### config.mk
export PLATFORM = sky130hd
export DESIGN_NAME = sprite_scheduler
export DESIGN_NICKNAME = d
export VERILOG_FILES = /design/src/rtl/sprite_scheduler.sv
export SDC_FILE = /design/constraint.sdc
export NUM_CORES = 1
export LEC_CHECK = 0
export BUFFER_PORTS_ARGS = -buffer_cell sky130_fd_sc_hd__buf_2
export CAP_MARGIN = 20
export CORE_MARGIN = 8
export CORE_UTILIZATION = 40
export CTS_BUF_LIST = sky130_fd_sc_hd__clkbuf_4
export DETAILED_ROUTE_END_ITERATION = 6
export GPL_ROUTABILITY_DRIVEN = 0
export GPL_TIMING_DRIVEN = 1
export PLACE_DENSITY_LB_ADDON = 0.3
export SYNTH_ARGS = -nofsm -noshare
export SYNTH_HDL_FRONTEND = slang
export SYNTH_SLANG_ARGS = --single-unit
### constraint.sdc
create_clock -name clk -period 12.1 [get_ports clk]
set_input_delay 0.605 -clock clk [delete_from_list [all_inputs] [get_ports clk]]
set_output_delay 0.605 -clock clk [all_outputs]
set_load 0.1 [all_outputs]
### src/rtl/sprite_scheduler.sv
`default_nettype none
// ---------------------------------------------------------------------------
// Module   : sprite_scheduler
// Purpose  : Per-frame erase/redraw pixel sequencer over NUM_OBJ object slots,
//            with stream backpressure and screen clipping.
// Option   : SPRITE_SKIP_UNCHANGED_EN skips slots unchanged since last frame.
// Revision : 1.0
// ---------------------------------------------------------------------------
module sprite_scheduler #(
  parameter int         NUM_OBJ   = 8,
  parameter int         XW        = 8,
  parameter int         YW        = 7,
  parameter int         SIZE      = 9,
  parameter int         X_MAX     = 160,
  parameter int         Y_MAX     = 120,
  parameter logic [2:0] BG_COLOUR = 3'd0
) (
  input  logic                    clk,
  input  logic                    reset,
  input  logic                    frame_req,
  output logic                    busy,
  output logic                    frame_done,
  input  logic [NUM_OBJ*XW-1:0]   obj_x,
  input  logic [NUM_OBJ*YW-1:0]   obj_y,
  input  logic [NUM_OBJ-1:0]      obj_e,
  input  logic [NUM_OBJ-1:0]      obj_big,
  input  logic [NUM_OBJ*3-1:0]    obj_colour,
  output logic [XW-1:0]           px_x,
  output logic [YW-1:0]           px_y,
  output logic [2:0]              px_colour,
  output logic                    px_valid,
  input  logic                    px_ready
);

  localparam int IW = (NUM_OBJ > 1) ? $clog2(NUM_OBJ) : 1;
  localparam int CW = (SIZE > 1) ? $clog2(SIZE) : 1;
  localparam logic [IW-1:0] LAST_IDX = IW'(NUM_OBJ - 1);
  localparam logic [CW-1:0] LAST_OFF = CW'(SIZE - 1);
  localparam logic [XW:0]   X_LIM    = (XW+1)'(X_MAX);
  localparam logic [YW:0]   Y_LIM    = (YW+1)'(Y_MAX);

  typedef enum logic [2:0] {
    S_IDLE, S_SEL, S_ERASE, S_DRAW, S_ADV, S_DONE
  } state_t;

  state_t          state, state_n;
  logic [IW-1:0]   idx, idx_n;
  logic [CW-1:0]   dx, dx_n, dy, dy_n;
  logic [XW-1:0]   cur_x, cur_x_n;
  logic [YW-1:0]   cur_y, cur_y_n;
  logic            cur_e, cur_e_n, cur_big, cur_big_n;
  logic [2:0]      cur_colour, cur_colour_n;
  logic            need_draw, need_draw_n;
  logic            busy_n, done_n, valid_n;
  logic [XW-1:0]   px_x_n;
  logic [YW-1:0]   px_y_n;
  logic [2:0]      px_colour_n;

  logic [XW-1:0]   prev_x [NUM_OBJ];
  logic [YW-1:0]   prev_y [NUM_OBJ];
  logic [NUM_OBJ-1:0] prev_e, prev_big;
  logic [2:0]      prev_colour [NUM_OBJ];

  logic [XW-1:0]   sel_x, tgt_x;
  logic [YW-1:0]   sel_y, tgt_y;
  logic [2:0]      sel_colour, tgt_colour;
  logic            sel_e, sel_big;
  logic            load_px, commit, need_erase, need_draw_sel, scan_big;
  logic [CW-1:0]   scan_last;
  logic [XW:0]     sum_x;
  logic [YW:0]     sum_y;

  assign sel_x      = obj_x[idx*XW +: XW];
  assign sel_y      = obj_y[idx*YW +: YW];
  assign sel_colour = obj_colour[idx*3 +: 3];
  assign sel_e      = obj_e[idx];
  assign sel_big    = obj_big[idx];

  always_comb begin
    state_n       = state;
    idx_n         = idx;
    dx_n          = dx;
    dy_n          = dy;
    cur_x_n       = cur_x;
    cur_y_n       = cur_y;
    cur_e_n       = cur_e;
    cur_big_n     = cur_big;
    cur_colour_n  = cur_colour;
    need_draw_n   = need_draw;
    busy_n        = busy;
    done_n        = 1'b0;
    valid_n       = px_valid;
    load_px       = 1'b0;
    commit        = 1'b0;
    need_erase    = 1'b0;
    need_draw_sel = 1'b0;
    scan_big      = 1'b0;
    scan_last     = '0;
    tgt_x         = cur_x;
    tgt_y         = cur_y;
    tgt_colour    = cur_colour;

    case (state)
      S_IDLE: begin
        if (frame_req) begin
          idx_n   = '0;
          busy_n  = 1'b1;
          state_n = S_SEL;
        end
      end
      S_SEL: begin
        cur_x_n       = sel_x;
        cur_y_n       = sel_y;
        cur_e_n       = sel_e;
        cur_big_n     = sel_big;
        cur_colour_n  = sel_colour;
        need_erase    = prev_e[idx];
        need_draw_sel = sel_e;
`ifdef SPRITE_SKIP_UNCHANGED_EN
        if (sel_x == prev_x[idx] && sel_y == prev_y[idx] && sel_e == prev_e[idx] &&
            sel_big == prev_big[idx] && sel_colour == prev_colour[idx]) begin
          need_erase    = 1'b0;
          need_draw_sel = 1'b0;
        end
`endif
        need_draw_n = need_draw_sel;
        dx_n        = '0;
        dy_n        = '0;
        if (need_erase) begin
          state_n    = S_ERASE;
          load_px    = 1'b1;
          tgt_x      = prev_x[idx];
          tgt_y      = prev_y[idx];
          tgt_colour = BG_COLOUR;
        end else if (need_draw_sel) begin
          state_n    = S_DRAW;
          load_px    = 1'b1;
          tgt_x      = sel_x;
          tgt_y      = sel_y;
          tgt_colour = sel_colour;
        end else begin
          state_n = S_ADV;
        end
      end
      S_ERASE, S_DRAW: begin
        scan_big  = (state == S_ERASE) ? prev_big[idx] : cur_big;
        scan_last = scan_big ? LAST_OFF : '0;
        if (state == S_ERASE) begin
          tgt_x      = prev_x[idx];
          tgt_y      = prev_y[idx];
          tgt_colour = BG_COLOUR;
        end
        // A clipped pixel is never offered, so it always moves on after one cycle.
        if (!px_valid || px_ready) begin
          if (dx == scan_last && dy == scan_last) begin
            valid_n = 1'b0;
            dx_n    = '0;
            dy_n    = '0;
            if (state == S_ERASE && need_draw) begin
              state_n    = S_DRAW;
              load_px    = 1'b1;
              tgt_x      = cur_x;
              tgt_y      = cur_y;
              tgt_colour = cur_colour;
            end else begin
              state_n = S_ADV;
            end
          end else begin
            load_px = 1'b1;
            if (dx == scan_last) begin
              dx_n = '0;
              dy_n = dy + 1'b1;
            end else begin
              dx_n = dx + 1'b1;
            end
          end
        end
      end
      S_ADV: begin
        commit = 1'b1;
        if (idx == LAST_IDX) begin
          state_n = S_DONE;
          busy_n  = 1'b0;
          done_n  = 1'b1;
        end else begin
          idx_n   = idx + 1'b1;
          state_n = S_SEL;
        end
      end
      S_DONE:  state_n = S_IDLE;
      default: state_n = S_IDLE;
    endcase

    // Clip on the untruncated coordinate so off-screen pixels never wrap back on.
    sum_x = {1'b0, tgt_x} + (XW+1)'(dx_n);
    sum_y = {1'b0, tgt_y} + (YW+1)'(dy_n);
    if (load_px) valid_n = (sum_x < X_LIM) && (sum_y < Y_LIM);
    px_x_n      = load_px ? sum_x[XW-1:0] : px_x;
    px_y_n      = load_px ? sum_y[YW-1:0] : px_y;
    px_colour_n = load_px ? tgt_colour : px_colour;
  end

  always_ff @(posedge clk) begin
    if (reset) begin
      state      <= S_IDLE;
      idx        <= '0;
      dx         <= '0;
      dy         <= '0;
      cur_x      <= '0;
      cur_y      <= '0;
      cur_e      <= 1'b0;
      cur_big    <= 1'b0;
      cur_colour <= 3'd0;
      need_draw  <= 1'b0;
      busy       <= 1'b0;
      frame_done <= 1'b0;
      px_valid   <= 1'b0;
      px_x       <= '0;
      px_y       <= '0;
      px_colour  <= 3'd0;
    end else begin
      state      <= state_n;
      idx        <= idx_n;
      dx         <= dx_n;
      dy         <= dy_n;
      cur_x      <= cur_x_n;
      cur_y      <= cur_y_n;
      cur_e      <= cur_e_n;
      cur_big    <= cur_big_n;
      cur_colour <= cur_colour_n;
      need_draw  <= need_draw_n;
      busy       <= busy_n;
      frame_done <= done_n;
      px_valid   <= valid_n;
      px_x       <= px_x_n;
      px_y       <= px_y_n;
      px_colour  <= px_colour_n;
    end
  end

  always_ff @(posedge clk) begin
    if (reset) begin
      prev_e   <= '0;
      prev_big <= '0;
      for (int i = 0; i < NUM_OBJ; i++) begin
        prev_x[i]      <= '0;
        prev_y[i]      <= '0;
        prev_colour[i] <= 3'd0;
      end
    end else if (commit) begin
      prev_x[idx]      <= cur_x;
      prev_y[idx]      <= cur_y;
      prev_e[idx]      <= cur_e;
      prev_big[idx]    <= cur_big;
      prev_colour[idx] <= cur_colour;
    end
  end

endmodule
`default_nettype wire

## After elaboration in Yosys (flattened, before gate mapping)

Memory sizes are Yosys's and may differ from the RTL's. A register that Yosys moved wholly into a read port is not among the register bits.
Cells that the tools add are included.

- Flip-flop bits (word level): 71
- RAM bits: 120
- Input bits: 164
- Word-level logic and storage cells: 149
- Memories: 2

Memory list:

| memory | depth | width | rd ports | clocked after memory_dff | wr ports | line | text |
|---|---|---|---|---|---|---|---|
| prev_x | 8 | 8 | 1 | 1 | 8 | 59 | `logic [XW-1:0] prev_x [NUM_OBJ];` |
| prev_y | 8 | 7 | 1 | 1 | 8 | 60 | `logic [YW-1:0] prev_y [NUM_OBJ];` |

- $add $sub $neg: 5
- Multiply operators: 2
- Order comparisons: 4
- Equal/unequal tests: 12
- Shift operators: 3
- Multiplexer cells: 84
- Bitwise gates (word level): 1
- Reductions and logical operators: 19

Operator list:

| operator | count |
|---|---|
| 64-bit by 7-bit variable part select with 8-bit output | 1 |
| 3-bit two-way mux | 21 |
| 8-bit two-way mux | 7 |
| 56-bit by 7-bit variable part select with 7-bit output | 1 |
| 7-bit two-way mux | 7 |
| 4-bit two-way mux | 7 |
| 1-bit two-way mux | 26 |
| 24-bit by 6-bit variable part select with 3-bit output | 1 |
| 8-bit bitwise mux | 2 |
| 4-bit case mux with 2 select lines | 2 |
| 8-bit case mux with 2 select lines | 1 |
| 7-bit case mux with 2 select lines | 1 |
| 1-bit binary-select mux with 3-bit select | 4 |
| 3-bit case mux with 2 select lines | 2 |
| 3-bit case mux with 4 select lines | 1 |
| 3-bit AND reduction | 4 |
| 2-bit != test, second input constant | 5 |
| 8-bit by 4-bit adder with 9-bit output | 1 |
| 9-bit by 8-bit less-than comparator with 1-bit output, second input constant | 1 |
| 4-bit by 1-bit adder with 4-bit output, second input constant | 2 |
| 7-bit by 4-bit adder with 8-bit output | 1 |
| 4-bit equality test | 2 |
| 8-bit by 7-bit less-than comparator with 1-bit output, second input constant | 1 |
| 2-bit nonzero test | 4 |
| other kinds (18) | 25 |

## Depth between registers and ports, before layout

- Word-level depth: 13
- Mapped depth: 22
- Depth with buffers taken out: 20

## Worst setup path before layout

Ideal clock, no wire load.

- Kind: reg-to-reg
- From: reg with a tool-made name
- To: reg px_valid
- Library setup time: 131 ps
- Arrival: 4,219 ps
- Path slack: 7,750 ps
- Cell stages (with the launch flop): 20
- Path buffers: 3
- Clock period less this slack: 4,350 ps
- Cells stage by stage: dfxtp_1 -> clkbuf_1 -> buf_2 -> buf_2 -> mux4_2 -> mux2_2 -> nor2_1 -> a211oi_1 -> a21oi_1 -> o21ai_0 -> ha_1 -> fa_1 -> a21o_1 -> a21oi_1 -> nand2_1 -> nand2_1 -> mux2i_1 -> or3_1 -> o311ai_1 -> o41ai_1

RTL lines:

| item | line | text |
|---|---|---|
| end signal: assignment | 234 | `px_valid <= valid_n;` |
| end: declaration | 31 | `output logic px_valid,` |

## Final worst setup path

- From: reg idx[0]
- To: reg px_valid

- Word-level cells in the longest chain between the ends: 13
- Elaborated cells between the ends (all ways): 47
- Those cells by class: add/sub (2); mul (1); order compare (2); eq/ne (2); shift (2); mux (32); reduce/logical (6)

Ends and longest elaborated chain:

| item | line | text |
|---|---|---|
| start: declaration | 47 | `logic [IW-1:0] idx, idx_n;` |
| start signal: assignment | 223 | `idx <= idx_n;` |
| parallel branches: the longest is 13 deep, another holds 7-bit by 4-bit adder with 8-bit output | n/a |  |

Parallel ways; which one is timed is not known. The select of a mux whose other input is x is not followed.
A chain may end at the register's enable or synchronous reset.

==> flow_summary.ini <==
[finish]
layout_common_cells = 184 x buf_2, 123 x and2_1, 120 x edfxtp_1, 96 x nor2_1, 72 x dfxtp_1
regArea_um2 = 5090
fillers = 2430
area_delta_synth_final_pct = 13.8
multi_input_area_um2 = 5170
mostFrequentLayoutCell = buf_2
fin_nets = 1305
final_cell_area_um2 = 12100
drive_gt1_share_pct = 27.4

[yosys]
synth_top_family_by_area = simple AND/OR/NAND/NOR gates
postSynthAreaPerCell_um2 = 10.9
syn_area_um2 = 10600
async_reset_ff_share_pct = 0
ys_warn_count = 0
syn_nets = 1157
synth_edf_count = 120
ys_seq_elements = 194
synth_xor_area_share_pct = 0.988
muxShareOfSynthArea_pct = 13.9
synthAdderAreaFrac_pct = 2.02
synthCells = 977
synthDistinctLibCells = 69
ys.flop_type = edfxtp_1
synthSimpleGateAreaFrac_pct = 16.9
synth_compound_area_share_pct = 14.5
ys_seq_area_share_pct = 47.8

[setup_path]
critPathKind = reg -> reg
cp_num_buf_inv = 1
end_kind = flop
crit_fanout = 39
max_stage_delay_ps = 990
critPathLaunchType = flop
critical_path_required_ps = 12580
cp_cell_sequence = clkinv_1 -> nor3_2 -> a22oi_1 -> nand4_1 -> mux2i_1 -> a211oi_1 -> a21oi_1 -> o21ai_0 -> ha_1 -> a21o_1 -> a21oi_1 -> xnor2_1 -> nor2b_1 -> mux2i_1 -> or3_1 -> o311ai_1 -> o41ai_1
cp_slowest_cell = dfxtp_2
cp.arrival_ps = 5720
path_delay_family = simple AND/OR/NAND/NOR gates

[detailed_routing]
wire_per_inst_um = 23.2
ant_nets = 0
drcViolationCount = 0
first_iter_violations = 777
routed_wl_um = 34200
num_vias = 8596
via_per_inst = 5.84
drt_pass1_iterations = 5

[timing]
finalMaxSlewViolations = 0
max_freq_mhz = 191
tns_ps = 0
clock_skew_ps = 27.1
setup_viol = 0
rsz0062_at_grt = false
worst_pin_slew_ps = 1050
fin_crit_ps = 5240
maxSlewHeadroom_pct = 29.8
hold_violations = 0
fin_crit_sh_pct = 43.3

[place]
post_dp_cell_area_um2 = 11900
numPortBuffers = 184
dp_hpwl_um = 24900

[clock_network]
hold_buffers = 0
clk_path_buf_depth = 2
htreeDepth = 4
clk_pin_slew_worst_paths_ps = 160
clock_latency_ps = 610
root_buffer = clkbuf_4
postCtsSetupBuffers = 0
cts_resized = 0
numCtsBuffers = 17
clock_sinks = 194
cts_tree = yes

[floorplanning]
dieArea_um2 = 32100
pin_count = 185
initial_core_util_pct = 40.8
coreArea_um2 = 26100
die_h_um = 179
num_rows = 59
die_w_um = 179

[grt]
grt_pass1_wl_um = 51500
track_usage_pct = 21.3
antenna_found_initial = 1
overflow = 0
grt_pass1_vias = 8644
grt_max_degree = 55

[worst_hold_path]
hp-class = in -> reg

[power]
p_leak_nw = 4.72
peakVddDrop_uv = 78.9
powerDensity_nw_per_um2 = 166

[flow_run]
maxCapViolations = 0

[outcome]
status = completed
## per-layer routing
metal	part of all wire [%]	track usage, %
met2	48	34.4
met4	4.5	10.5
met3	6.9	4.47
met5	0	0
met1	41	26.8
## Yosys cell counts, types with 12 or more instances
cell	count	area share, %
edfxtp_1	120	34
nor2_1	97	3.4
o21ai_0	24	1.1
a22oi_1	47	3.3
a211oi_1	23	1.6
clkbuf_1	56	2.0
mux4_2	41	8.7
a21oi_1	49	2.3
nand2_1	34	1.2
nand4_1	12	0.71
and2_1	123	7.2
ha_1	14	1.6
mux2_2	15	1.6
dfxtp_1	74	14
inv_1	28	0.99
a22o_1	18	1.5
nor3_1	29	1.4
mux2i_1	34	3.2
## flip-flops by register name (all words and copies together) (netlist names), named ones only
| signal | flops |
|---|---|
| prev_big | 8 |
| frame_done | 1 |
| px_valid | 1 |
| prev_e | 8 |
| cur_colour | 3 |
| cur_y | 7 |
| px_colour | 3 |
| prev_x | 64 |
| dy | 4 |
| dx | 4 |
| idx | 3 |
| cur_big | 1 |
| cur_x | 8 |
| px_x | 8 |
| state | 3 |
| need_draw | 1 |
| busy | 1 |
| prev_y | 56 |
| px_y | 7 |
## final timing paths
path	start	to	slack (ps)	depth (start not counted)
worst min register to register	px_x[6]$_SDFFE_PP0P_	px_x[6]$_SDFFE_PP0P_	470	2
worst max-delay path	idx[0]$_SDFFE_PP0P_	px_valid$_SDFFE_PP0P_	6860	17
worst max register to register	idx[0]$_SDFFE_PP0P_	px_valid$_SDFFE_PP0P_	6860	17
worst min-delay path	frame_req	state[1]$_SDFFE_PP0P_	330	3
## stage by stage
stage | hold slack [ps] | total power, mW | util (%) | setup slack (ps) | std cells
floorplan | 440 | 1.44 | - | 7750 | 977
global placement | 440 | 1.68 | 45.5 | 7060 | 1441
detailed placement | 446 | 1.68 | 45.5 | 6900 | 1441
CTS | 299 | 2.01 | 46.5 | 6870 | 1472
global route | 336 | 2.11 | 46.5 | 6490 | 1473
finish | 327 | 2.02 | 46.5 | 6860 | 1473
## logic make-up (layout without fill, tap and decap cells)
| logic type | count (synthesis) | in the layout |
|---|---|---|
| AO/OA/AOI/OAI | 215 | 215 |
| adder cells (fa/ha/maj) | 16 | 16 |
| buffers and inverters | 105 | 265 |
| AND/OR/NAND/NOR | 342 | 342 |
| XOR/XNOR | 12 | 12 |
| other | 0 | 1 |
| multiplexers | 93 | 93 |
| flip-flops | 194 | 194 |
## worst reg2reg max path, stage by stage, from the launching register on
cell	delay, ps
dfxtp_2	990
clkinv_1	540
nor3_2	910
a22oi_1	150
nand4_1	160
mux2i_1	110
a211oi_1	260
a21oi_1	60
o21ai_0	330
ha_1	300
a21o_1	150
a21oi_1	220
xnor2_1	200
nor2b_1	170
mux2i_1	70
or3_1	320
o311ai_1	90
o41ai_1	90
## cell type report
type / instances / share of cell area, %
Inverter: 31 / 0.961
Clock inverter: 14 / 1.04
Sequential cell: 194 / 42.0
Clock buffer: 17 / 1.05
Timing Repair Buffer: 203 / 8.78
Tap cell: 335 / 3.46
Antenna cell: 1 / 0.0207
Multi-Input combinational cell: 678 / 42.7
## power by group
part	internal, mW	switching (mW)	total [mW]
clock network	0.104	0.237	0.340
logic	0.262	0.521	0.783
registers	0.771	0.122	0.893
Note: power is estimated with default switching activity, not from simulation.
